**src/rtl/regfile_dump_reader.sv**
```systemverilog
// regfile_dump_reader: walks R0..R(2**ADDR_WIDTH-1) through the two regfile read
// ports, one even/odd pair per cycle, and streams every register out as one
// valid/ready beat via a small capture FIFO.
// Optional: define REGDUMP_CHECKSUM_EN to append one beat carrying the XOR of
// all dumped values (out_addr=0); out_last then moves to that beat.
module regfile_dump_reader #(
  parameter int unsigned DATA_WIDTH = 32,
  parameter int unsigned ADDR_WIDTH = 4,
  parameter int unsigned FIFO_DEPTH = 4
) (
  input  logic                  clk,
  input  logic                  reset,
  input  logic                  start,
  output logic                  busy,
  output logic                  done,
  output logic [ADDR_WIDTH-1:0] ra1,
  output logic [ADDR_WIDTH-1:0] ra2,
  input  logic [DATA_WIDTH-1:0] rd1,
  input  logic [DATA_WIDTH-1:0] rd2,
  output logic                  out_valid,
  input  logic                  out_ready,
  output logic [ADDR_WIDTH-1:0] out_addr,
  output logic [DATA_WIDTH-1:0] out_data,
  output logic                  out_last
);

  localparam int unsigned PtrW  = $clog2(FIFO_DEPTH);
  localparam int unsigned CntW  = PtrW + 1;
  localparam int unsigned PairW = ADDR_WIDTH - 1;

  typedef enum logic [1:0] {StIdle, StRead, StDrain} state_e;

  state_e                state_q, state_d;
  logic [PairW-1:0]      pair_q, pair_d;
  logic [PtrW-1:0]       wptr_q, rptr_q;
  logic [PtrW-1:0]       wptr_nxt;
  logic [CntW-1:0]       count_q, count_d;
  logic                  done_q, done_d;
  logic [ADDR_WIDTH-1:0] mem_addr [FIFO_DEPTH];
  logic [DATA_WIDTH-1:0] mem_data [FIFO_DEPTH];

  logic fifo_empty;
  logic issue;
  logic pop;
  logic accept;
  logic csum_beat;

  assign fifo_empty = (count_q == '0);
  // Free-space check uses the registered count only; a same-cycle pop is not credited.
  assign issue      = (state_q == StRead) && (count_q <= CntW'(FIFO_DEPTH - 2));
  assign pop        = !fifo_empty && out_ready;
  assign accept     = out_valid && out_ready;
  assign wptr_nxt   = wptr_q + PtrW'(1);

  assign ra1  = (state_q == StRead) ? {pair_q, 1'b0} : '0;
  assign ra2  = (state_q == StRead) ? {pair_q, 1'b1} : '0;
  assign busy = (state_q != StIdle);
  assign done = done_q;

`ifdef REGDUMP_CHECKSUM_EN
  localparam bit ChecksumEn = 1'b1;
  logic [DATA_WIDTH-1:0] csum_q, csum_d;

  // The checksum beat is offered once every captured register has drained.
  assign csum_beat = (state_q == StDrain) && fifo_empty;

  // Running XOR of all captured values, cleared when a dump starts.
  always_comb begin
    csum_d = csum_q;
    if (state_q == StIdle && start) begin
      csum_d = '0;
    end else if (issue) begin
      csum_d = csum_q ^ rd1 ^ rd2;
    end
  end

  // Checksum accumulator register.
  always_ff @(posedge clk) begin
    if (reset) begin
      csum_q <= '0;
    end else begin
      csum_q <= csum_d;
    end
  end
`else
  localparam bit ChecksumEn = 1'b0;
  assign csum_beat = 1'b0;
`endif

  // Output stream: FIFO head, or the checksum beat when enabled; zero when idle.
  always_comb begin
    out_valid = !fifo_empty;
    out_addr  = '0;
    out_data  = '0;
    out_last  = 1'b0;
    if (!fifo_empty) begin
      out_addr = mem_addr[rptr_q];
      out_data = mem_data[rptr_q];
      out_last = !ChecksumEn && (&mem_addr[rptr_q]);
    end
`ifdef REGDUMP_CHECKSUM_EN
    if (csum_beat) begin
      out_valid = 1'b1;
      out_data  = csum_q;
      out_last  = 1'b1;
    end
`endif
  end

  // Next-state logic for the dump sequencer and FIFO occupancy.
  always_comb begin
    state_d = state_q;
    pair_d  = pair_q;
    done_d  = 1'b0;
    count_d = count_q;
    if (issue) begin
      count_d = count_d + CntW'(2);
    end
    if (pop) begin
      count_d = count_d - CntW'(1);
    end
    unique case (state_q)
      StIdle: begin
        if (start) begin
          state_d = StRead;
          pair_d  = '0;
        end
      end
      StRead: begin
        if (issue) begin
          pair_d = pair_q + PairW'(1);
          if (&pair_q) begin
            state_d = StDrain;
          end
        end
      end
      StDrain: begin
        if (accept && out_last) begin
          state_d = StIdle;
          done_d  = 1'b1;
        end
      end
      default: state_d = StIdle;
    endcase
  end

  // Control state, pointers and done pulse; reset flushes the FIFO.
  always_ff @(posedge clk) begin
    if (reset) begin
      state_q <= StIdle;
      pair_q  <= '0;
      wptr_q  <= '0;
      rptr_q  <= '0;
      count_q <= '0;
      done_q  <= 1'b0;
    end else begin
      state_q <= state_d;
      pair_q  <= pair_d;
      count_q <= count_d;
      done_q  <= done_d;
      if (issue) begin
        wptr_q <= wptr_q + PtrW'(2);
      end
      if (pop) begin
        rptr_q <= rptr_q + PtrW'(1);
      end
    end
  end

  // Capture storage: the even register lands first, the odd one right behind it.
  always_ff @(posedge clk) begin
    if (issue) begin
      mem_addr[wptr_q]   <= ra1;
      mem_data[wptr_q]   <= rd1;
      mem_addr[wptr_nxt] <= ra2;
      mem_data[wptr_nxt] <= rd2;
    end
  end

endmodule

```
**config.mk**
```make
export PLATFORM = sky130hd
export DESIGN_NAME = regfile_dump_reader
export DESIGN_NICKNAME = d
export VERILOG_FILES = /design/src/rtl/regfile_dump_reader.sv
export SDC_FILE = /design/constraint.sdc
export NUM_CORES = 1
export LEC_CHECK = 0
export CORE_MARGIN = 3
export CORE_UTILIZATION = 35
export CTS_BUF_LIST = sky130_fd_sc_hd__clkbuf_4 sky130_fd_sc_hd__clkbuf_8
export CTS_CLUSTER_DIAMETER = 30
export CTS_CLUSTER_SIZE = 40
export DETAILED_ROUTE_END_ITERATION = 7
export PLACE_DENSITY = 0.62
export REMOVE_ABC_BUFFERS = 1
export SYNTH_ARGS = -nofsm -noshare
export SYNTH_HDL_FRONTEND = slang
export SYNTH_SLANG_ARGS = --single-unit
```
**constraint.sdc**
```tcl
create_clock -name clk -period 6.95 [get_ports clk]
set_clock_uncertainty 0.15 [all_clocks]
set_input_delay 1.7375 -clock clk [delete_from_list [all_inputs] [get_ports clk]]
set_output_delay 1.7375 -clock clk [all_outputs]
set_load 0.005 [all_outputs]
```
# Word level (Yosys, flattened, before mapping)
# Memory sizes are Yosys's and may differ from the RTL's. A register that Yosys moved wholly into a read port is not among the register bits.
# Cells that the tools add are included.
# totals
register_bits	13
ram_bits	144
wordCells	57
mem_count	2
inputBits	68
out_inout_bits	48
# classes
eq_ne	6
bitwise	1
n_mux	22
n_addsub	6
reduce_logical	13
magnitude_cmp	1
# mem_list
memory	depth	width	read_ports	rd_ports_with_merged_regs	write_ports	line	rtl
mem_data	4	32	1	1	2	40	logic [DATA_WIDTH-1:0] mem_data [FIFO_DEPTH];
mem_addr	4	4	1	1	2	39	logic [ADDR_WIDTH-1:0] mem_addr [FIFO_DEPTH];
# op_table
op	n
$mux W32	1
$mux W2	8
$mux W3	4
$mux W4	3
$reduce_and A4 Y1	2
$ne A2 B2 Y1 const B	3
$pmux W2 S3	1
$pmux W3 S2	1
$reduce_and A3 Y1	2
$add A2 B1 Y2 const B	2
$mux W1	4
$reduce_bool A2 Y1	2
$add A3 B1 Y3 const B	1
$add A3 B2 Y3 const B	1
$le A3 B2 Y1 const B	1
$logic_and A1 B1 Y1	3
$logic_not A3 Y1	1
$sub A3 B1 Y3 const B	1
$add A2 B2 Y2 const B	1
$eq A2 B1 Y1 const B	1
$eq A2 B2 Y1 const B	1
$logic_not A2 Y1	1
$ne A2 B1 Y1 const B	1
$reduce_or A2 Y1	1
2 further kinds	2

# Logic depth before layout (Yosys ltp)
# Gate-level depths: netlist (run 1).
# logic_depth
word_depth	6
mapped_depth	9

# Worst setup path before layout (run 1)
# OpenSTA, ideal clock, no wires.
# synth_path
path_type	flip-flop to flip-flop
startpoint	register count_q[1]
endpoint	memory mem_addr[0][3] (enable)
required_ps	6305
n_path_buf	0
t_arrival_ps	3789
path_stages_with_launch	4
slack_ps	2516
cell_sequence	dfxtp_1 > nor3b_1 > o21ai_0 > nor2_1
# synth_rtl
element	line	rtl
from (decl)	37	logic [CntW-1:0] count_q, count_d;
from (signal assigned)	159	count_q <= count_d;
to (decl)	39	

==> flow_metrics.env, run 1 <==
export IMPL_status="complete, no violations"
export IMPL_ant_nets=0
export IMPL_final_cell_mix="136 x edfxtp_1, 114 x clkdlybuf4s50_1, 35 x and2_1"
export IMPL_avgSynthCellArea_um2=19.4
export IMPL_cts_resized=0
export IMPL_io_pins=116
export IMPL_syn_area_um2=5900
export IMPL_p_comb_share_pct=32.1
export IMPL_vias=3100
export IMPL_fillers=1373
export IMPL_hold_slack_ns=0.347
export IMPL_fp_coreArea_um2=16200
export IMPL_multi_input_area_um2=1390
export IMPL_grt_overflow_total=0
export IMPL_wl_um=11100
export IMPL_pre_cts_ws_ns=2.68
export IMPL_clkTransAtPathRegs_ns=0.08
export IMPL_initial_core_util_pct=36.5
export IMPL_min_period_ns=4.64
export IMPL_clock_fmax_mhz=215
export IMPL_antennaDiodeCount=0
export IMPL_place_congestion=0.709
export IMPL_cts_root_buf="clkbuf_8"
export IMPL_design_area_um2=7550
export IMPL_finalSetupTns_ns=0
export IMPL_tightest_slew_ns=1.07
export IMPL_grt_use_total_pct=12.8
export IMPL_placed_area_um2=7200
export IMPL_clock_sinks=150
export IMPL_setup_viol=0
export IMPL_drcViolationCount=0
export IMPL_grt_util_met2_pct=21.7
export IMPL_antenna_found_initial=2
export IMPL_fin_util_pct=46.7
export IMPL_crit_type="flop to output port"
export IMPL_via_per_inst=4.75
export IMPL_first_global_vias=3345
export IMPL_first_pass_iters=5
export IMPL_post_cts_buffers=0
export IMPL_p_sw_uw=740
export IMPL_nets=495
export IMPL_cts_tree="done"
export IMPL_area_growth_pct=28.0
export IMPL_clk_path_buf_depth=2
export IMPL_chipHeight_um=136
export IMPL_layout_drive_gt1_share_pct=16.3
export IMPL_dp_hpwl_um=6980
export IMPL_dieArea_um2=18500
export IMPL_grt_pass1_wl_um=17500
export IMPL_cts_htree_levels=4
export IMPL_start_kind="flop"
export IMPL_hold_class="flop to flop"
export IMPL_synth_distinct_cells=39
export IMPL_cpMaxStageDelayCell="mux4_1"
export IMPL_placementRows=46
export IMPL_peakVddDrop_uv=297
export IMPL_layout_setup_ws_ns=2.31
export IMPL_drtIter0Drc=126
export IMPL_async_reset_ff_share_pct=0
export IMPL_rsz0062_at_grt="false"
export IMPL_worstPathMaxFanout=22
export IMPL_cts_buffers=17
export IMPL_port_buffers=114
export IMPL_post_place_cells=620
export IMPL_grt_met3_usage_pct=4.40
export IMPL_slew_headroom_pct=28.7
export IMPL_grt_max_degree=69
export IMPL_wl_per_cell_um=17.0
export IMPL_slowest_delay_ns=0.61
export IMPL_internal_power_mw=1.93
export IMPL_register_area_um2=4370
export IMPL_die_w_um=136
export IMPL_final_common_cell="edfxtp_1"
export IMPL_slew_viol_final=0
export IMPL_synth_flop_cell="edfxtp_1"
export IMPL_synthCells=305
export IMPL_clkPwrFrac_pct=22.1
export IMPL_swShare_pct=27.7
export IMPL_powerDensity_nw_per_um2=353
export IMPL_worstPathCellList="buf_4, mux4_1, and2_1, clkdlybuf4s50_1"
export IMPL_stdcell_count=652
export IMPL_worstPathArrival_ns=2.76
export IMPL_synth_edff_count=136
export IMPL_pwr_share_seq_pct=45.8
export IMPL_met1_usage_pct=14.8
export IMPL_critPathCaptureType="output port"
export IMPL_clkLatencyLatePin_ns=0.44
export IMPL_max_cap_violations=0
export IMPL_grt_busiest_layer="met2"
export IMPL_seq_area_frac_synth_pct=73.9
export IMPL_ys_warn_count=0
export IMPL_cts_hold_buf=0
export IMPL_hold_viol=0
export IMPL_finalPower_mw=2.67
export IMPL_leakage_nw=2.43
export IMPL_synth_seq_cells=150
export IMPL_required_ns=5.06
export IMPL_period_share_pct=66.8
==> path summary, 6_finish.rpt <==
path / start / endpoint / slack (ns) / cells after the start
hold / removal: pair_q[1]$_SDFFE_PP0P_ / pair_q[1]$_SDFFE_PP0P_ / 0.35 / 2
hold reg to reg: pair_q[1]$_SDFFE_PP0P_ / pair_q[1]$_SDFFE_PP0P_ / 0.35 / 2
setup / recovery: flop / out_data[1] / 2.31 / 4
setup reg to reg: state_q[0]$_SDFFE_PP0P_ / mem_data[1][18]$_DFFE_PP_ / 3.96 / 4
==> power by group through the flow <==
stage	Clock [mW]	Combinational [mW]	Sequential [mW]
after floorplan	0	0.424	1.25
after global placement	0	0.875	1.24
after detailed placement	0	0.884	1.25
after CTS	0.614	0.888	1.23
after global routing	0.651	0.942	1.24
final	0.589	0.858	1.22
==> cells by family after synthesis <==
kind of cell	synth area share, %
AOI/OAI and AO/OA	1.93
xor gates and xnor gates	0.445
adders and majority gates	0.848
buffers and inverters	2.71
DFF	73.9
muxes	13.3
other	0.0635
and+or+nand+nor	6.78
==> synthesized netlist by cell type, drive strengths merged (2+ instances only) <==
cell type,number,area [um2]
o21ai,2,10.0
clkbuf,4,15.0
buf,13,126
nand3,6,30.0
mux2,2,22.5
inv,5,18.8
nor3b,2,15.0
mux4,32,732
xor2,2,17.5
a21oi,6,30.0
nor3,3,26.3
dfxtp,14,280
mux2i,3,30.0
edfxtp,136,4080
ha,4,50.1
nand2,6,22.5
nor2,14,52.6
and2,36,225
==> critical path, delay by kind of cell (launching register included) <==
kind	cells	cell delay, ns
simple gates	1	0.17
buf+inv	2	0.93
flops	1	0.59
mux	1	0.61
==> state kept, by name (all words and copies together) (netlist names), named ones only <==
register / flops
wptr_q: 1
rptr_q: 2
mem_data: 128
done: 1
pair_q: 3
mem_addr: 8
state_q: 2
count_q: 3
==> layer usage <==
metal / share of wire [%] / vias up / wire length [um]
li1: - / 1429 / -
met1: 41 / 1579 / 4550
met2: 52 / 76 / 5830
met3: 4.9 / 12 / 547
met4: 1.3 / 4 / 146
met5: 0.29 / - / 32
==> final cells by class <==
type | instances | share of cell area, %
Inverter | 5 | 0.248
Clock inverter | 14 | 1.47
Sequential cell | 150 | 57.8
Timing Repair Buffer | 116 | 15.3
Clock buffer | 18 | 3.20
Tap cell | 216 | 3.58
Multi-Input combinational cell | 133 | 18.4
No activity file was read; power rests on OpenSTA's default activity.
==> run 2, diff against run 1 <==
Settings changed: PLACE_DENSITY 0.62 to 0.64.
Clock period 6.95 ns to 4.1 ns, I/O delays scaled along.
==> run 2 against run 1 <==
Die area unchanged; setup slack got worse by 1.7 ns; design area increased by 0.70%; largest power group unchanged; first-iteration DRC count increased by 36%; critical path depth unchanged; combinational power increased by 76%; clock power increased by 80%; clock-buffer cell count decreased by 1; via count increased by 0.52%; global-route usage about the same; core utilization increased by 0.32 points.
==> flow_metrics.env, run 2 (synthesized netlist as in run 1, its figures left out) <==
export IMPL_hold_viol=0
export IMPL_clkTransAtPathRegs_ns=0.08
export IMPL_worstPathArrival_ns=2.36
export IMPL_max_cap_violations=0
export IMPL_required_ns=2.92
export IMPL_finalPower_mw=4.60
export IMPL_vias=3116
export IMPL_first_global_vias=3285
export IMPL_clk_path_buf_depth=2
export IMPL_stdcell_count=655
export IMPL_cts_tree="done"
export IMPL_grt_overflow_total=0
export IMPL_min_period_ns=3.54
export IMPL_start_kind="flop"
export IMPL_clkLatencyLatePin_ns=0.44
export IMPL_clock_fmax_mhz=283
export IMPL_cts_htree_levels=4
export IMPL_leakage_nw=2.47
export IMPL_clock_sinks=150
export IMPL_fp_coreArea_um2=16200
export IMPL_cts_root_buf="clkbuf_8"
export IMPL_cts_buffers=17
export IMPL_layout_drive_gt1_share_pct=16.4
export IMPL_period_share_pct=86.3
export IMPL_dieArea_um2=18500
export IMPL_cpMaxStageDelayCell="dfxtp_2"
export IMPL_slew_headroom_pct=35.7
export IMPL_setup_viol=0
export IMPL_wl_per_cell_um=17.0
export IMPL_grt_use_total_pct=12.7
export IMPL_slowest_delay_ns=0.74
export IMPL_crit_type="flop to output port"
export IMPL_drtIter0Drc=171
export IMPL_die_w_um=136
export IMPL_area_growth_pct=28.8
export IMPL_design_area_um2=7610
export IMPL_final_common_cell="edfxtp_1"
export IMPL_tightest_slew_ns=0.965
export IMPL_place_congestion=0.706
export IMPL_rsz0062_at_grt="false"
export IMPL_worstPathMaxFanout=21
export IMPL_wl_um=11100
export IMPL_critPathCaptureType="output port"
export IMPL_finalSetupTns_ns=0
export IMPL_powerDensity_nw_per_um2=604
export IMPL_dp_hpwl_um=7320
export IMPL_initial_core_util_pct=36.5
export IMPL_post_cts_buffers=0
export IMPL_port_buffers=114
export IMPL_status="complete, no violations"
export IMPL_placed_area_um2=7240
export IMPL_peakVddDrop_uv=354
export IMPL_grt_pass1_wl_um=17300
export IMPL_final_cell_mix="136 x edfxtp_1, 114 x clkdlybuf4s50_1, 35 x and2_1"
export IMPL_first_pass_iters=4
export IMPL_chipHeight_um=136
export IMPL_slew_viol_final=0
export IMPL_io_pins=116
export IMPL_regMostFlops="mem_data"
export IMPL_ant_nets=0
export IMPL_nets=498
export IMPL_grt_max_degree=69
export IMPL_cts_hold_buf=0
export IMPL_via_per_inst=4.76
export IMPL_reg_largest_list="mem_data x128, mem_addr x8"
export IMPL_antenna_found_initial=0
export IMPL_hold_class="flop to flop"
export IMPL_drcViolationCount=0
export IMPL_largest_reg_flops=128
export IMPL_post_place_cells=623
export IMPL_antennaDiodeCount=0
export IMPL_cts_resized=0
export IMPL_worstPathCellList="buf_12, mux4_2, and2_1, clkdlybuf4s50_1"
export IMPL_placementRows=46
run 2: cell types whose count changed in the layout (fill, tap and decap cells not counted), sizes merged:
cell / previous run / this run
clkbuf: 18 / 17
clkinvlp: 6 / 2
buf: 2 / 5
bufinv: 1 / 2
clkinv: 6 / 10
run 2: worst paths after layout:
path                           startpoint                       end  slack, ns  cells past startpoint
setup / recovery                     flop              out_data[22]       0.56                      4
hold / removal     pair_q[1]$_SDFFE_PP0P_    pair_q[1]$_SDFFE_PP0P_       0.34                      2
setup reg to reg  state_q[0]$_SDFFE_PP0P_  mem_data[1][4]$_DFFE_PP_       1.37                      4
hold reg to reg    pair_q[1]$_SDFFE_PP0P_    pair_q[1]$_SDFFE_PP0P_       0.34                      2
run 2: where the power goes:
group	total, mW	switching [mW]	internal [mW]
Clock	1.06	0.528	0.530
Combinational	1.51	0.652	0.859
Sequential	2.03	0.0858	1.94
run 2: critical path: cells and delay by family (launching register included):
family	cells	cell delay, ns
buf+inv	2	0.69
flops	1	0.74
mux	1	0.31
simple gates	1	0.17
run 2: cell type report:
type | count | area (um2)
Tap cell | 216 | 270
Inverter | 5 | 18.8
Fill cell | 1369 | 8570
Sequential cell | 150 | 4370
Timing Repair Buffer | 119 | 1190
Multi-Input combinational cell | 133 | 1390
Clock buffer | 17 | 234
Clock inverter | 15 | 136
run 2: metrics by stage:
stage | utilization (%) | setup WS (ns) | hold slack, ns
after floorplan | - | -0.534 | 0.304
after global placement | 44.7 | 1.01 | 0.322
after detailed placement | 44.7 | 0.996 | 0.331
after CTS | 47.0 | 0.484 | 0.343
after global routing | 47.0 | 0.408 | 0.370
final | 47.0 | 0.560 | 0.341
run 2: layer usage:
| metal | routed length, um | up-vias | GRT usage [%] |
|---|---|---|---|
| met5 | 0 | - | 0 |
| met4 | 178 | 0 | 5.54 |
| met3 | 695 | 14 | 4.63 |
| met2 | 5600 | 99 | 20.8 |
| met1 | 4660 | 1558 | 15.2 |
| li1 | - | 1445 | - |
==> run 3, diff against run 2 <==
Settings changed: CORE_UTILIZATION 35 to 48, CTS_CLUSTER_SIZE 40 to not set, PLACE_DENSITY 0.64 to 0.82.
==> run 3 against run 2 <==
Routed wire length decreased by 0.56%; setup slack worse by 0.11 ns; design area down 0.76%; die area is 26% lower; via count up 1.6%; global-route usage increased by 4.5 points; power increased by 2.0%; hold slack better by 0.0034 ns; critical path depth unchanged; clock power increased by 6%; non-clock buffer count is the same; sequential share of layout area rose by 0.44 points.
==> flow_metrics.env, run 3 (synthesized netlist as in run 1, its figures left out) <==
export IMPL_pre_cts_ws_ns=0.858
export IMPL_start_kind="flop"
export IMPL_tightest_slew_ns=0.951
export IMPL_worstHoldEndpoint="pair_q[1]$_SDFFE_PP0P_"
export IMPL_worstPathArrival_ns=2.48
export IMPL_place_congestion=0.765
export IMPL_largest_reg_flops=128
export IMPL_fp_coreArea_um2=11700
export IMPL_fin_util_pct=64.5
export IMPL_cts_tree="done"
export IMPL_slew_headroom_pct=36.6
export IMPL_final_cell_mix="136 x edfxtp_1, 114 x clkdlybuf4s50_1, 35 x and2_1"
export IMPL_clk_path_buf_depth=2
export IMPL_io_pins=116
export IMPL_via_per_inst=5.44
export IMPL_p_sw_mw=1.26
export IMPL_setup_viol=0
export IMPL_grt_overflow_total=0
export IMPL_antenna_found_initial=0
export IMPL_crit_type="flop to output port"
export IMPL_cts_buffers=17
export IMPL_first_global_vias=3396
export IMPL_layout_drive_gt1_share_pct=16.4
export IMPL_regMostFlops="mem_data"
export IMPL_required_ns=2.92
export IMPL_placed_area_um2=7160
export IMPL_reg2reg_from="state_q[0]$_SDFFE_PP0P_"
export IMPL_design_area_um2=7550
export IMPL_peakVddDrop_uv=344
export IMPL_p_comb_share_pct=32.2
export IMPL_min_period_ns=3.65
export IMPL_cts_htree_levels=4
export IMPL_vias=3165
export IMPL_min_from="pair_q[1]$_SDFFE_PP0P_"
export IMPL_clock_sinks=150
export IMPL_nets=498
export IMPL_placementRows=39
export IMPL_grt_use_total_pct=17.2
export IMPL_leakage_nw=2.49
export IMPL_drcViolationCount=0
export IMPL_r2r_end="mem_data[1][30]$_DFFE_PP_"
export IMPL_clkLatencyLatePin_ns=0.44
export IMPL_slew_viol_final=0
export IMPL_rsz0062_at_grt="false"
export IMPL_max_cap_violations=0
export IMPL_reg_largest_list="mem_data x128, mem_addr x8"
export IMPL_grt_max_degree=69
export IMPL_finalPower_mw=4.69
export IMPL_initial_core_util_pct=50.4
export IMPL_final_common_cell="edfxtp_1"
export IMPL_stdcell_count=582
export IMPL_fillers=809
export IMPL_hold_slack_ns=0.344
export IMPL_die_w_um=117
export IMPL_internal_power_mw=3.42
export IMPL_period_share_pct=89.0
export IMPL_cts_hold_buf=0
export IMPL_clkTransAtPathRegs_ns=0.07
export IMPL_critPathCaptureType="output port"
export IMPL_finalSetupTns_ns=0
export IMPL_clock_fmax_mhz=274
export IMPL_cts_root_buf="clkbuf_8"
export IMPL_status="complete, no violations"
export IMPL_dieArea_um2=13700
export IMPL_swShare_pct=26.9
export IMPL_powerDensity_nw_per_um2=621
export IMPL_ant_nets=0
export IMPL_wl_um=11100
export IMPL_dp_hpwl_um=7290
export IMPL_grt_pass1_wl_um=17100
export IMPL_clkPwrFrac_pct=23.8
export IMPL_port_buffers=114
export IMPL_layout_setup_ws_ns=0.449
export IMPL_r2r_slack_ns=1.06
export IMPL_post_place_cells=550
export IMPL_ff2ff_path_depth=4
export IMPL_hold_depth=2
export IMPL_hold_viol=0
export IMPL_post_cts_buffers=0
export IMPL_antennaDiodeCount=0
export IMPL_drtIter0Drc=246
export IMPL_area_growth_pct=27.9
export IMPL_pwr_share_seq_pct=44.0
export IMPL_cts_resized=0
export IMPL_worstPathMaxFanout=17
export IMPL_chipHeight_um=117
export IMPL_hold_class="flop to flop"
export IMPL_first_pass_iters=5
export IMPL_wl_per_cell_um=19.0
## run 3: final cells by class
type	instances	area [um2]	area share [%]
clock buffer	20	256	3.40
clock inverter	12	135	1.79
inverter	5	18.8	0.249
multi-input combinational	133	1390	18.4
sequential	150	4370	57.8
tap	143	179	2.37
timing repair buffer	119	1200	15.9
## run 3: power by group through the flow
stage               logic (mW)  clock network [mW]  registers [mW]
finish                    1.51                1.12            2.06
global route              1.64                1.20            2.09
CTS                       1.54                1.14            2.07
detailed placement        1.53                   0            2.10
global placement          1.50                   0            2.08
floorplan                0.719                   0            2.12
## run 3: worst max-delay path by stage
stage                                        from                  endpoint  slack, ns
final                                        flop               out_data[0]       0.45
after global routing                         flop               out_data[0]       0.26
after CTS                                    flop               out_data[0]       0.36
after detailed placement                     flop               out_data[0]       0.86
after global placement                       flop              out_data[31]       0.86
after floorplan           state_q[0]$_SDFFE_PP0P_  mem_addr[0][3]$_DFFE_PP_      -0.53
## run 3: critical path, stage by stage, from the launching register on
cell and delay, ns:
dfxtp_2 0.61, buf_12 0.25, mux4_1 0.56, and2_1 0.17, clkdlybuf4s50_1 0.44
## run 3: metal layers
metal	vias up	share of wire, %	GRT usage (%)
li1	1440	-	-
met1	1600	41	20.9
met2	106	51	28.4
met3	19	5.9	6.12
met4	0	1.6	6.73
met5	-	0	0
